--- src/rtl/bip_fetch_unit.sv ---
// bip_fetch_unit: fetch/sequencing stage upstream of the BIP instruction decoder.
// Owns the PC and the program-memory read handshake, holds the instruction in IR,
// and reports halt status plus a saturating run-cycle counter.
//
// Ports:
//   clk, rst          rising-edge clock, synchronous active-high reset
//   i_start           level, sampled only in IDLE; starts a run at PC 0
//   i_enable_pc       from decoder: 1 = legal non-halting instruction in IR
//   o_pmem_addr       program-memory read address (always the PC)
//   o_pmem_rd         program-memory read strobe (FETCH only)
//   i_pmem_data       program-memory data, valid the cycle after o_pmem_rd
//   o_opcode          IR opcode field to decoder
//   o_operand         IR operand field to datapath
//   o_insn_valid      high in EXEC; gates all downstream write enables
//   o_pc              current PC
//   o_halted          high in HALT
//   o_cycle_count     cycles spent in FETCH/WAIT/EXEC, saturating
module bip_fetch_unit #(
  parameter int unsigned PC_WIDTH     = 11,
  parameter int unsigned INSN_WIDTH   = 16,
  parameter int unsigned OPCODE_WIDTH = 5,
  parameter int unsigned CNT_WIDTH    = 32
) (
  input  logic                             clk,
  input  logic                             rst,
  input  logic                             i_start,
  input  logic                             i_enable_pc,
  output logic [PC_WIDTH-1:0]              o_pmem_addr,
  output logic                             o_pmem_rd,
  input  logic [INSN_WIDTH-1:0]            i_pmem_data,
  output logic [OPCODE_WIDTH-1:0]          o_opcode,
  output logic [INSN_WIDTH-OPCODE_WIDTH-1:0] o_operand,
  output logic                             o_insn_valid,
  output logic [PC_WIDTH-1:0]              o_pc,
  output logic                             o_halted,
  output logic [CNT_WIDTH-1:0]             o_cycle_count
);

  localparam int unsigned OPERAND_WIDTH = INSN_WIDTH - OPCODE_WIDTH;

  typedef enum logic [2:0] {
    S_IDLE  = 3'd0,
    S_FETCH = 3'd1,
    S_WAIT  = 3'd2,
    S_EXEC  = 3'd3,
    S_HALT  = 3'd4
  } state_e;

  state_e                  state_q, state_d;
  logic [PC_WIDTH-1:0]     pc_q, pc_d;
  logic [INSN_WIDTH-1:0]   ir_q, ir_d;
  logic [CNT_WIDTH-1:0]    cnt_q, cnt_d;
  logic                    rd_q, valid_q, halted_q;

  // Next-state, PC, IR and counter update.
  always_comb begin
    state_d = state_q;
    pc_d    = pc_q;
    ir_d    = ir_q;
    cnt_d   = cnt_q;

    unique case (state_q)
      S_IDLE: begin
        if (i_start) state_d = S_FETCH;
      end
      S_FETCH: begin
        state_d = S_WAIT;
      end
      S_WAIT: begin
        // Synchronous memory: read data is only valid in this cycle.
        ir_d    = i_pmem_data;
        state_d = S_EXEC;
      end
      S_EXEC: begin
        if (i_enable_pc) begin
          pc_d    = pc_q + PC_WIDTH'(1);
          state_d = S_FETCH;
        end else begin
          state_d = S_HALT;
        end
      end
      S_HALT: begin
        state_d = S_HALT;
      end
      default: begin
        state_d = S_IDLE;
      end
    endcase

    // Count every running cycle, including the EXEC of the halting instruction.
    if ((state_q == S_FETCH || state_q == S_WAIT || state_q == S_EXEC) &&
        (cnt_q != {CNT_WIDTH{1'b1}})) begin
      cnt_d = cnt_q + CNT_WIDTH'(1);
    end
  end

  // State register; status flags are registered from the next state so they
  // line up exactly with state_q without any decode after the flops.
  always_ff @(posedge clk) begin
    if (rst) begin
      state_q  <= S_IDLE;
      pc_q     <= '0;
      ir_q     <= '0;
      cnt_q    <= '0;
      rd_q     <= 1'b0;
      valid_q  <= 1'b0;
      halted_q <= 1'b0;
    end else begin
      state_q  <= state_d;
      pc_q     <= pc_d;
      ir_q     <= ir_d;
      cnt_q    <= cnt_d;
      rd_q     <= (state_d == S_FETCH);
      valid_q  <= (state_d == S_EXEC);
      halted_q <= (state_d == S_HALT);
    end
  end

  assign o_pmem_addr   = pc_q;
  assign o_pc          = pc_q;
  assign o_pmem_rd     = rd_q;
  assign o_insn_valid  = valid_q;
  assign o_halted      = halted_q;
  assign o_cycle_count = cnt_q;
  assign o_opcode      = ir_q[INSN_WIDTH-1 -: OPCODE_WIDTH];
  assign o_operand     = ir_q[OPERAND_WIDTH-1:0];

endmodule

--- config.mk ---
export PLATFORM = sky130hd
export DESIGN_NAME = bip_fetch_unit
export DESIGN_NICKNAME = d
export VERILOG_FILES = /design/src/rtl/bip_fetch_unit.sv
export SDC_FILE = /design/constraint.sdc
export NUM_CORES = 1
export LEC_CHECK = 0
export CAP_MARGIN = 20
export CORE_MARGIN = 2
export CORE_UTILIZATION = 42
export DETAILED_ROUTE_END_ITERATION = 16
export GPL_TIMING_DRIVEN = 0
export PLACE_DENSITY = 0.76
export SYNTH_ARGS = -nofsm -noshare
export SYNTH_HDL_FRONTEND = slang
export SYNTH_SLANG_ARGS = --single-unit
--- constraint.sdc ---
create_clock -name clk -period 1.6 [get_ports clk]
set_input_delay 0.32 -clock clk [delete_from_list [all_inputs] [get_ports clk]]
set_output_delay 0.32 -clock clk [all_outputs]
set_load 0.05 [all_outputs]
# --- Word-level counts from Yosys, hierarchy flattened ---
# Index checks and enable logic that the tools add are counted.
op_classes:
  add_sub_neg: 2
  n_eq_ne: 8
  n_mux: 3
  reduce_logical: 5
ops:
  columns: ["op", "n"]
  rows:
  - ["$add A32 B1 Y32 const B", 1]
  - ["$ne A32 B32 Y1 const B", 1]
  - ["$pmux W3 S5", 1]
  - ["$add A11 B1 Y11 const B", 1]
  - ["$eq A3 B2 Y1 const B", 3]
  - ["$eq A3 B1 Y1 const B", 2]
  - ["$eq A3 B3 Y1 const B", 2]
  - ["$mux W3", 2]
  - ["$logic_not A3 Y1", 1]
  - ["$logic_or A1 B1 Y1", 2]
  - ["$reduce_and A2 Y1", 1]
  - ["$logic_and A1 B1 Y1", 1]
totals:
  reg_bits: 65
  inputBits: 20
  out_inout_bits: 73
  wordCells: 25

# --- Depth between registers and ports, before layout ---
# Gate-level depths: netlist of run 1.
depth:
  ltp_word: 4
  ltp_mapped: 8

# --- Least setup slack after synthesis of run 1 ---
# Ideal clock, no wire load.
synth_path:
  path_kind: "register to register"
  from: "reg cnt_q[3] (netlist: o_cycle_count[3])"
  to: "reg cnt_q[25] (netlist: o_cycle_count[25])"
  setup_time_ns: 0.071
  t_arrival_ns: 2.122
  t_required_ns: 1.529
  path_slack_ns: -0.593
  stages_incl_launch_ff: 6
  path_buffers: 0
  period_less_slack_ns: 2.193
  path_cell_list: "dfxtp_1 nand4_4 nor4_4 nand4_1 or4_1 a21oi_1"
synth_via:
  elab_chain_cells: 2
synth_rtl:
  columns: ["item", "line", "rtl"]
  rows:
  - ["start, declared", "52", "logic [CNT_WIDTH-1:0] cnt_q, cnt_d;"]
  - ["start signal, assigned", "112", "cnt_q <= cnt_d;"]
  - ["branches (longest 2 deep; another with $add A32 B1 Y32)", null, null]
# Parallel ways; which one is timed is not known.
# A chain may end at the register's enable or synchronous reset.

# --- Worst setup path in the final report of run 1 ---
layout_path:
  from: "reg cnt_q[3] (netlist: o_cycle_count[3])"
  to: "reg cnt_q[23] (netlist: o_cycle_count[23])"
# The elaborated chain is that of the path after synthesis.

==> results of run 1 <==
-- sequential cells by signal (all words and copies together) (netlist names) --
register and flops:
ir_q 16, o_halted 1, o_pc 11, o_insn_valid 1, o_pmem_rd 1, state_q 3, o_cycle_count 32
-- cell type report --
class / count / area (um2) / share of cell area
Tap cell: 99 / 124 / 0.0234
Sequential cell: 65 / 1420 / 0.268
Timing Repair Buffer: 146 / 1350 / 0.255
Clock buffer: 11 / 131 / 0.0248
Multi-Input combinational cell: 262 / 1940 / 0.366
Inverter: 12 / 45.0 / 0.00851
Buffer: 29 / 253 / 0.0477
Clock inverter: 5 / 32.5 / 0.00614
-- layer usage --
metal  vias up  global-route usage  part of all wire
li1       1614                   -                 -
met5         -                   0                 0
met2       182               0.437              0.50
met4         0               0.138             0.040
met1      1719               0.299              0.39
met3        49              0.0508             0.066
-- what timing repair did --
| item | 4_1_cts | 5_1_grt |
|---|---|---|
| cloned | 4 | 0 |
| setup endpoints to repair | 129 | 61 |
| gates resized for setup | 208 | 78 |
| pin swaps | 38 | 27 |
| buffers inserted | 36 | 16 |
-- worst max-delay path, cell delays in order (launching register included) --
cell     delay (ns)
dfxtp_4        0.39
nand4_4        0.13
nor4_4         0.34
buf_4          0.19
buf_4          0.11
nand4_1        0.12
or3_4          0.36
a21oi_2        0.18
-- logic make-up after synthesis --
| group | synth area share |
|---|---|
| multiplexers | 0.0143 |
| AO/OA/AOI/OAI | 0.143 |
| flip-flops | 0.423 |
| buffers and inverters | 0.0717 |
| XOR/XNOR | 0.0342 |
| adder cells (fa/ha/maj) | 0.00814 |
| AND/OR/NAND/NOR | 0.305 |
-- worst paths after layout --
| check | start | endpoint | slack, ns | depth (start not counted) |
|---|---|---|---|---|
| worst min register to register | ir_q[3] | ir_q[3] | 0.45 | 2 |
| worst max register to register | o_cycle_count[3] | o_cycle_count[23] | -0.31 | 7 |
| worst min-delay path | i_enable_pc | state_q[0] | 0.40 | 3 |
| worst max-delay path | o_cycle_count[3] | o_cycle_count[23] | -0.31 | 7 |
-- layout by cell type, fill, tap and decap left out, types with 4 or more instances in the layout --
master,n
or3_1,7
nor3_4,4
clkdlybuf4s50_1,18
clkbuf_8,10
nand2_1,48
dfxtp_2,5
nand3_2,7
a21oi_2,13
a21oi_1,31
nor4_4,4
inv_1,12
clkdlybuf4s15_2,18
xor2_1,5
a21o_1,8
and3_4,4
buf_6,20
dfxtp_4,30
clkbuf_1,4
xnor2_1,7
nor3_2,5
and4_4,5
o21ai_1,6
or3_4,7
or4_1,4
dfxtp_1,30
nand4_1,13
nand3_1,8
nor2_1,22
dlygate4sd2_1,36
buf_2,4
o21ai_0,5
buf_4,49
nor3_1,4
clkbuf_2,13
buf_8,4
-- power by group through the flow --
stage	combinational, mW	sequential [mW]	clock (mW)
finish	0.749	1.67	1.21
CTS	0.688	1.67	1.22
global route	0.789	1.68	1.30
global placement	0.615	1.71	0
floorplan	0.227	1.88	0
detailed placement	0.625	1.71	0
==> metrics.cfg, run 1 <==
[floorplan]
die_area_mm2 = 0.00802
row_count = 31
fp.dieH_um = 89.5
core-area_mm2 = 0.00718
die_w_um = 89.5
ios = 93
initial_utilization = 0.428

[clock_network]
path_clk_slew_ns = 0.07
htree_levels = 3
insertion_delay_ns = 0.35
clock_path_buffers = 2
numCtsBuffers = 9
clkSinkCount = 65
root_buffer = clkbuf_8
ctsHoldBuffers = 0
cts_tree = done

[logic_synthesis]
synth.net_count = 393
ys_top_cells_by_area = dfxtp_1, a21oi_1, nand2_1
synth.distinct_cells = 47
yosys.area.top_type = dfxtp_1
async_flop_share = 0
ys.flop_type = dfxtp_1
synth_area_per_cell_um2 = 8.28
syn_area_mm2 = 0.00307
yosysWarnings = 0
synth_edf_count = 0
netlist.area_leader.share = 0.423
synth.most_common_cell = dfxtp_1
syn_inst = 371
seq_area_frac_synth = 0.423
ys_ff_latch = 65
ys_top_cells_by_count = dfxtp_1, nand2_1, a21oi_1

[detailed_routing]
via_per_inst = 5.67
drt_first_iter_violations = 198
wl_per_cell_um = 17.4
vias = 3564
drc = 0
routed_wl_um = 11000
dr.pass1.iters = 5
ant_nets = 0

[placed_design]
gp_congestion = 0.851
place.port_buffers = 92
dp_slack_ns = -0.529
place_area_mm2 = 0.00431
hpwl_um = 5890
place_inst = 562

[timing]
setup-tns-final_ns = -5.82
setup_violations = 32
fmax_ghz = 0.524
rsz0062_at_grt = true
hold_slack_ns = 0.402
drv_slew = 0
worst_slack_ns = -0.309
worstMarginPinSlew_ns = 0.528
clock_skew_ns = 0.0131
period_share = 1.19
maxSlewHeadroom = 0.649
period_minus_slack_ns = 1.91
finalHoldViolCount = 0

[global_route]
grt_max_degree = 12
track_usage = 0.255
grt_pass1_wl_um = 15700
grt-ovfl-total = 0
grt_pass1_vias = 3334
grt_antenna_before_repair = 0

[pwr]
pwr_density_cell_mw_per_mm2 = 686
seq_power_share = 0.461
power_leakage_nw = 2.19
clkPwrFrac = 0.333
swShare = 0.321
peakVddDrop_uv = 520
comb_power_share = 0.206
intPower_mw = 2.47
p_total_mw = 3.63
switchingPower_mw = 1.17

[layout]
post-route-util = 0.738
final_cells = 629
area_delta_synth_final_pct = 72.3
layout-drive-gt1-share = 0.445
final_area_mm2 = 0.00530
fin_nets = 547
fillCellCount = 515
diodes = 0

[run_status]
status = complete, but fails checks
violations = negative setup slack

[critical_path]
cp-end-kind = register
cp_data_arrival_time_ns = 2.16
start_kind = register
crit_type = register to register
worstPathRequired_ns = 1.85
cp_max_fo = 5

[min_path]
hp-class = input port to register

[job]
cap_viol_max_count = 0

(Power assumes the default switching activity.)
==> inputs of run 2 (changes only) <==
SETUP_SLACK_MARGIN = 0.05   (was default)
==> run 2 against run 1 <==
The run still ends with negative setup slack left. Clock power up 9%. Clock-buffer cell count is 1 lower. Sequential power about the same. Highest routed layer unchanged. Critical path depth did not move. Setup slack worse by 0.016 ns.
==> metrics.cfg, run 2 (synthesis results as in run 1) <==
[timing]
drv_slew = 0  ; unchanged
period_minus_slack_ns = 1.93  ; +0.0159 ns
clock_skew_ns = 0.0105  ; -0.00252 ns
worst_slack_ns = -0.325  ; -0.0159 ns
fmax_ghz = 0.519  ; -0.83%
finalHoldViolCount = 0  ; unchanged
maxSlewHeadroom = 0.666  ; +0.0171
worstMarginPinSlew_ns = 0.502  ; -0.0257 ns
setup-tns-final_ns = -5.77  ; +0.0471 ns
period_share = 1.20  ; +0.00995
setup_violations = 32  ; unchanged
hold_slack_ns = 0.379  ; -0.0225 ns
rsz0062_at_grt = true

[layout]
diodes = 0  ; unchanged
area_delta_synth_final_pct = 68.9
fin_nets = 548  ; +0.18%
layout-drive-gt1-share = 0.499  ; +0.0538
mostFrequentLayoutCell = buf_4
largest_reg_flops = 32  ; unchanged
final_cells = 630  ; +0.16%
final_cell_mix = buf_4, nand2_1, a21oi_1
fillCellCount = 487  ; -5.4%

[pwr]
power_leakage_nw = 2.07  ; -5.5%
switchingPower_mw = 1.22  ; +4.4%
comb_power_share = 0.194  ; -0.012
pwr_density_cell_mw_per_mm2 = 716  ; +4.4%
peakVddDrop_uv = 722  ; +39%
intPower_mw = 2.50  ; +1.3%
swShare = 0.328  ; +0.00662
clkPwrFrac = 0.356  ; +0.023
seq_power_share = 0.450  ; -0.011

[global_route]
track_usage = 0.263  ; +0.00738
grt_max_degree = 13  ; +1
grt_antenna_before_repair = 0  ; unchanged
grt_pass1_wl_um = 16100  ; +3.0%
grt_pass1_vias = 3199  ; -4.0%
grt-ovfl-total = 0  ; unchanged

[floorplan]
core-area_mm2 = 0.00718  ; unchanged
fp.dieH_um = 89.5  ; unchanged
ios = 93  ; unchanged
die_w_um = 89.5  ; unchanged
initial_utilization = 0.428  ; unchanged
die_area_mm2 = 0.00802  ; unchanged
row_count = 31  ; unchanged

[detailed_routing]
dr.pass1.iters = 5  ; unchanged
vias = 3571  ; +0.20%
ant_nets = 0  ; unchanged
drc = 0  ; unchanged
via_per_inst = 5.67  ; about the same
routed_wl_um = 10900  ; about the same
drt_first_iter_violations = 221  ; +12%
wl_per_cell_um = 17.4  ; -0.24%

[placed_design]
dp_slack_ns = -0.531  ; -0.00226 ns
hpwl_um = 5700  ; -3.3%
place_inst = 562  ; unchanged
place.port_buffers = 92  ; unchanged
gp_congestion = 0.904  ; +6.2%

[run_status]
status = complete, but fails checks
violations = negative setup slack

[critical_path]
cp_data_arrival_time_ns = 2.20  ; +0.04 ns
reg2regPathDepth = 7  ; unchanged
start_kind = register
cp-end-kind = register
worstPathRequired_ns = 1.88  ; +0.03 ns
cp_max_fo = 5  ; unchanged
crit_type = register to register

[clock_network]
clock_path_buffers = 2  ; unchanged
ctsHoldBuffers = 0  ; unchanged
numCtsBuffers = 9  ; unchanged
htree_levels = 3  ; unchanged
clkSinkCount = 65  ; unchanged
path_clk_slew_ns = 0.08  ; about the same
cts_tree = done
root_buffer = clkbuf_8
insertion_delay_ns = 0.35  ; about the same

[min_path]
hp-class = input port to register
min_path_cells = 3  ; unchanged

[job]
cap_viol_max_count = 0  ; unchanged

## run 2: changes by cell type in the layout (fill, tap and decap cells not counted), moves of 4 or more
cell / delta
a21oi_2: -4
buf_6: -6
clkdlybuf4s15_1: +8
dlygate4sd2_1: -35
buf_12: +4
buf_2: +15
clkbuf_1: -4
a21oi_1: +4
clkbuf_2: +16
## run 2: worst paths after layout
kind                                       start                 to  slack [ns]
worst max-delay path            o_cycle_count[1]  o_cycle_count[17]       -0.33
worst min-delay path                 i_enable_pc         state_q[0]        0.38
worst max register to register  o_cycle_count[1]  o_cycle_count[17]       -0.33
worst min register to register          ir_q[12]           ir_q[12]        0.46
## run 2: final cells by class
class	instances	area, um2	area share
multi-input cells	262	1880	0.363
flip-flops and latches	65	1430	0.275
repair buffers	148	1290	0.249
plain buffers	28	244	0.0470
clock buffers	10	138	0.0265
well taps	99	124	0.0239
inverters	12	45.0	0.00868
clock inverters	6	37.5	0.00723
## run 2: timing repair
item / CTS / global route
gates cloned: 4 / 0
endpoints found under the hold margin: 0 / 0
setup endpoints to repair: 130 / 105
pin swaps: 20 / 37
gates resized for setup: 233 / 120
buffers inserted: 38 / 18
## run 2: metrics by stage
stage / util / cell area [um2] / power [mW]
after floorplan: - / 3310 / 2.11
after global placement: 0.607 / 4350 / 2.32
after detailed placement: 0.607 / 4350 / 2.33
after CTS: 0.710 / 5100 / 3.61
after global routing: 0.723 / 5190 / 3.86
final: 0.723 / 5190 / 3.72
## run 2: critical path, cell delays in order, from the launching register on
cell,delay (ns)
dfxtp_4,0.37
nand4_1,0.18
nor4_4,0.34
buf_4,0.19
buf_6,0.11
nand4_1,0.12
or3_1,0.39
a21oi_2,0.16
## run 2: routing by layer
layer	up-vias	wire [um]	track usage
li1	1618	-	-
met1	1702	4350	0.340
met2	192	5320	0.411
met3	59	849	0.0600
met4	0	425	0.133
met5	-	0	0
## run 2: power groups by stage
stage | registers, mW | logic, mW | clock network [mW]
floorplan | 1.88 | 0.230 | 0
global placement | 1.70 | 0.619 | 0
detailed placement | 1.71 | 0.622 | 0
CTS | 1.66 | 0.653 | 1.29
global route | 1.68 | 0.767 | 1.42
finish | 1.67 | 0.721 | 1.32
